$ cat config.mk
export PLATFORM = sky130hd
export DESIGN_NAME = ca1d_engine
export DESIGN_NICKNAME = d
export VERILOG_FILES = /design/src/rtl/ca1d_engine.sv
export SDC_FILE = /design/constraint.sdc
export NUM_CORES = 2
export LEC_CHECK = 0
export CAP_MARGIN = 15
export CORE_UTILIZATION = 55
export DETAILED_ROUTE_END_ITERATION = 12
export MAX_ROUTING_LAYER = met4
export PLACE_DENSITY_LB_ADDON = 0.3
export SLEW_MARGIN = 15
export SYNTH_ARGS = -nofsm -noshare
export SYNTH_HDL_FRONTEND = slang
export SYNTH_SLANG_ARGS = --single-unit
$ cat constraint.sdc
create_clock -name clk -period 8.45 [get_ports clk]
set_input_delay 2.1125 -clock clk [delete_from_list [all_inputs] [get_ports clk]]
set_output_delay 2.1125 -clock clk [all_outputs]
set_load 0.03 [all_outputs]
$ cat src/rtl/ca1d_engine.sv
// One-dimensional cellular-automaton engine: seeds a WIDTH-cell generation and streams each
// generation as one frame-buffer row. Define CA1D_WRAP_EN for a toroidal (wrap-around) boundary.
module ca1d_engine #(
  parameter int WIDTH  = 640,
  parameter int HEIGHT = 480,
  parameter int ADDR_W = 19
) (
  input  logic                        clk,
  input  logic                        reset,
  input  logic                        start,
  input  logic                        step,
  input  logic                        run,
  input  logic [7:0]                  rule,
  input  logic                        seed_mode,
  output logic                        we,
  output logic [ADDR_W-1:0]           addr,
  output logic                        data,
  output logic                        busy,
  output logic                        done,
  output logic [$clog2(HEIGHT)-1:0]   row,
  output logic [15:0]                 gen_count
);

  localparam int COL_W = $clog2(WIDTH);
  localparam int ROW_W = $clog2(HEIGHT);
  localparam logic [COL_W-1:0]  COL_LAST = COL_W'(WIDTH - 1);
  localparam logic [COL_W-1:0]  COL_MID  = COL_W'(WIDTH / 2);
  localparam logic [ROW_W-1:0]  ROW_LAST = ROW_W'(HEIGHT - 1);
  localparam logic [ADDR_W-1:0] ROW_STEP = ADDR_W'(WIDTH);

  typedef enum logic [1:0] {IDLE, INIT, WRITE, COMPUTE} state_t;

  state_t            state_reg;
  logic [WIDTH-1:0]  cur_reg;
  logic [WIDTH-1:0]  cur_next;
  logic [COL_W-1:0]  col_reg;
  logic [COL_W-1:0]  col_inc;
  logic [ADDR_W-1:0] base_reg;
  logic [ADDR_W-1:0] base_adv;
  logic [31:0]       lfsr_reg;
  logic              lfsr_fb;
  logic              seeded_reg;
  logic              seed_mode_reg;
  logic              edge_lo;
  logic              edge_hi;
  logic [WIDTH+1:0]  ext;

  assign col_inc  = col_reg + COL_W'(1);
  assign base_adv = (row == ROW_LAST) ? '0 : base_reg + ROW_STEP;
  assign lfsr_fb  = lfsr_reg[31] ^ lfsr_reg[21] ^ lfsr_reg[1] ^ lfsr_reg[0];

`ifdef CA1D_WRAP_EN
  assign edge_lo = cur_reg[WIDTH-1];
  assign edge_hi = cur_reg[0];
`else
  assign edge_lo = 1'b0;
  assign edge_hi = 1'b0;
`endif

  // ext[i+1] is cell i; ext[0] and ext[WIDTH+1] are the virtual neighbours past each end.
  assign ext = {edge_hi, cur_reg, edge_lo};

  genvar gi;
  generate
    for (gi = 0; gi < WIDTH; gi++) begin : g_cell
      logic [2:0] nbr;
      assign nbr          = {ext[gi], ext[gi+1], ext[gi+2]};
      assign cur_next[gi] = rule[nbr];
    end
  endgenerate

  // Outputs are registered so they describe the state being occupied in the same cycle.
  always_ff @(posedge clk) begin
    if (reset) begin
      state_reg     <= IDLE;
      cur_reg       <= '0;
      col_reg       <= '0;
      base_reg      <= '0;
      lfsr_reg      <= 32'h1;
      seeded_reg    <= 1'b0;
      seed_mode_reg <= 1'b0;
      we            <= 1'b0;
      addr          <= '0;
      data          <= 1'b0;
      busy          <= 1'b0;
      done          <= 1'b0;
      row           <= '0;
      gen_count     <= '0;
    end else begin
      case (state_reg)
        IDLE: begin
          if (start) begin
            state_reg     <= INIT;
            seed_mode_reg <= seed_mode;
            col_reg       <= '0;
            row           <= '0;
            base_reg      <= '0;
            gen_count     <= '0;
            done          <= 1'b0;
            busy          <= 1'b1;
          end else if (step && seeded_reg) begin
            state_reg <= COMPUTE;
            busy      <= 1'b1;
          end
        end

        INIT: begin
          cur_reg[col_reg] <= seed_mode_reg ? lfsr_reg[0] : (col_reg == COL_MID);
          lfsr_reg         <= {lfsr_reg[30:0], lfsr_fb};
          if (col_reg == COL_LAST) begin
            seeded_reg <= 1'b1;
            state_reg  <= WRITE;
            col_reg    <= '0;
            we         <= 1'b1;
            addr       <= base_reg;
            data       <= cur_reg[0];
          end else begin
            col_reg <= col_inc;
          end
        end

        WRITE: begin
          if (col_reg == COL_LAST) begin
            col_reg <= '0;
            we      <= 1'b0;
            if (row == ROW_LAST) begin
              done <= 1'b1;
            end
            if (run && (row != ROW_LAST)) begin
              state_reg <= COMPUTE;
            end else begin
              state_reg <= IDLE;
              busy      <= 1'b0;
            end
          end else begin
            col_reg <= col_inc;
            addr    <= addr + ADDR_W'(1);
            data    <= cur_reg[col_inc];
          end
        end

        COMPUTE: begin
          cur_reg   <= cur_next;
          row       <= (row == ROW_LAST) ? '0 : row + ROW_W'(1);
          base_reg  <= base_adv;
          gen_count <= gen_count + 16'd1;
          done      <= 1'b0;
          state_reg <= WRITE;
          col_reg   <= '0;
          we        <= 1'b1;
          addr      <= base_adv;
          data      <= cur_next[0];
        end

        default: state_reg <= IDLE;
      endcase
    end
  end

endmodule

==> summary.txt <==
Place
  – Placer congestion estimate: 0.849
  – Detail Placement HPWL: 130000 µm
  – Pre-CTS setup slack: 3400 ps
  – PortBufs: 61
  – # placed instances: 8310

Critical path
  – CP most frequent cell: mux4_2
  – CP Data Required Time: 9060 ps
  – Crit Reg-Reg Startpoint: col_reg[0]$_SDFFE_PP0N_
  – Cell depth of the worst setup path: 8
  – CP Launch Type: flop
  – Family with the most delay on the worst path: multiplexers
  – Worst setup path start: col_reg[0]$_SDFFE_PP0N_
  – CP cell instances: inv_1, ha_4, buf_12, mux4_2, mux4_2, o21ai_1, nor4bb_2, o32ai_2
  – CP max stage cell: ha_4
  – FF-to-FF setup slack: 3250 ps
  – Worst setup EP type: flop
  – Crit path to: data$_SDFFE_PP0P_
  – Critical Path Max Stage Delay: 890 ps
  – CP arrival: 5810 ps
  – Buf+Inv Stages, Crit Path: 2
  – Worst Setup Path Type: reg2reg
  – Worst R2R End: data$_SDFFE_PP0P_
  – Reg2reg path depth: 8
  – Crit Path Max Fanout: 55

Layout
  – Max reg flops: 640
  – Finished Core Util: 56.2%
  – Cell Count, Final, Fillers Out: 8479
  – Fillers: 11600
  – Share of cells above drive strength 1: 27.6%
  – Multi-input logic area: 0.0584 mm²
  – Reg area: 0.0151 mm²
  – Nets@finish: 6529
  – Synthesis-to-layout area growth: 0.879%

Die
  – Starting Density: 55.7%
  – # rows: 139
  – Chip width: 384 µm
  – I/O pin cnt: 62
  – Die ar.: 0.148 mm²
  – Die H: 384 µm
  – Core ar.: 0.144 mm²

Timing
  – Clock Skews: 43.0 ps
  – FMAX: 0.192 GHz
  – Final worst path period need: 5200 ps
  – Total negative slack: 0 ps
  – Max Slew Vio Count: 0
  – Unrepaired setup endpoints after global routing: false
  – Final worst slack: 3250 ps
  – Fin crit share: 61.5%
  – Worst-margin pin slew: 1400 ps
  – Final setup viols: 0
  – Final hold viol count: 0
  – Slew margin rel.: 6.57%

Synth
  – Synthesized Nets: 8082
  – Synth warn: 0
  – Post-synthesis sequential area ratio: 18.8%
  – Area leader, netlist: mux4_2
  – Netlist cell types: 64
  – Prevailing post-synth register cell: dfxtp_1
  – Number of synthesized flops with an enable pin: 0
  – Count leader, synth: clkbuf_1
  – Top cells by area, synth: mux4_2 (40%), dfxtp_1 (19%), mux2i_1 (8.6%), clkbuf_1 (7.5%), a211oi_1 (6.0%)
  – Synth Register Bits: 753
  – Async S/R FF share, synth: 0%
  – Synth Cell Area: 0.0803 mm²
  – Cells after synthesis: 8056
  – Top cell type's share of synthesized area: 40.4%
  – Top post-synthesis cells by count: clkbuf_1 (1613), mux4_2 (1441), nor2_1 (810), dfxtp_1 (753), mux2i_1 (691)
  – Syn Area/Cell: 9.97 µm²

Route
  – Via Count: 69300
  – Initial DRC count: 11900
  – Post-route ant nets: 0
  – WL per Instance: 30.9 µm
  – Vias per inst: 8.17
  – 1st-pass router iterations: 9
  – Remaining DRCs: 0
  – Final wirelength: 262000 µm

CTS
  – Clk sink count: 753
  – CTS clk-pin slew, worst paths: 60 ps
  – CTS tree: yes
  – Latest clock arrival within the worst-skew pair: 760 ps
  – Hold_buf cts: 0
  – Clock root buffer: clkbuf_16
  – H-Tree Depth: 3
  – CTS Buffer Depth: 3
  – Total CTS buffers: 93
  – CTS resizes: 0
  – Postcts setup bufs: 0

Run
  – Max-cap viol count: 0

Power and ir drop
  – Pwr/cell area: 200 mW/mm²
  – Leak: 21.2 nW
  – Worst VDD drop: 0.168 mV
  – Overall Power: 16.2 mW

GRT
  – GRT Util Overall: 35.9%
  – Vias in the first global route: 65900
  – Grt total ovfl: 0
  – Grt met3 use: 9.36%
  – First-pass GRT wire length: 407000 µm
  – Largest net degree at the start of global routing: 217
  – GRT Max-Usage Layer: met2
  – Met1 usage: 45.8%
  – Initial antenna violation count: 3
  – Met2 Resource Use GR: 53.1%

Outcome
  – Status: finished clean

Hold path
  – Min-delay worst type: reg2reg
placed cells by master (no fill, tap or decap), drive strengths merged, types with 3 or more instances in the layout:
master,n
nand2b,5
a21o,3
clkinv,20
xor2,21
mux4,1441
a22oi,6
a311oi,30
o21ai,33
nand4,19
nand2,173
nand3,55
nor2b,3
a31oi,651
inv,10
xnor2,11
nand3b,4
or3,10
a32oi,12
a21oi,687
clkbuf,139
mux2,3
o21bai,5
a221oi,14
clkdlybuf4s50,52
nor3b,3
a222oi,3
dfxtp,753
buf,152
ha,12
and3,26
diode,5
a211oi,642
and2,19
clkinvlp,3
nor3,20
nor2,814
mux2i,691
o22ai,3
power by group:
part / switching [mW] / total (mW) / internal [mW]
registers: 1.35 / 5.40 / 4.05
logic: 3.07 / 6.65 / 3.59
clock network: 1.87 / 4.12 / 2.25
total: 6.29 / 16.2 / 9.89
stage by stage:
stage / area, µm² / hold WS (ps)
global route: 81000 / 483
CTS: 81000 / 458
global placement: 77900 / 444
finish: 81000 / 458
detailed placement: 77900 / 445
floorplan: 80300 / 429
layer usage:
metal  routed length [µm]  vias up
met5                    0        -
met4                13900        0
met3                36500      846
met2               119000     5504
met1                93000    34600
li1                     -    28300
final cells by class:
cell class	count	area share (%)
antenna	5	0.0154
clock buffer	139	3.37
clock inverter	24	0.361
inverter	9	0.0417
multi-input combinational	5442	72.1
sequential	753	18.6
tap	1903	2.94
timing repair buffer	204	2.60
worst min path at each step:
stage | from | endpoint | cells past startpoint
final | base_reg[4]$_SDFFE_PP0P_ | base_reg[4]$_SDFFE_PP0P_ | 1
after global routing | base_reg[5]$_SDFFE_PP0P_ | base_reg[5]$_SDFFE_PP0P_ | 1
after CTS | base_reg[4]$_SDFFE_PP0P_ | addr[4]$_SDFFE_PP0P_ | 2
after detailed placement | base_reg[4]$_SDFFE_PP0P_ | base_reg[4]$_SDFFE_PP0P_ | 1
after global placement | base_reg[2]$_SDFFE_PP0P_ | base_reg[2]$_SDFFE_PP0P_ | 1
after floorplan | base_reg[2]$_SDFFE_PP0P_ | base_reg[2]$_SDFFE_PP0P_ | 1
cell families (layout without fill, tap and decap cells):
group           after synthesis  in the layout  synth area share [%]
compound gates             2101           2101                  16.5
buf+inv                    1861            376                  9.12
flops                       753            753                  18.8
fa+ha+maj                    12             12                 0.187
simple gates               1162           1162                  5.97
xor+xnor                     32             32                 0.382
other cells                   0              5                     0
mux                        2135           2135                  49.1
Note: power is estimated with default switching activity, not from simulation.
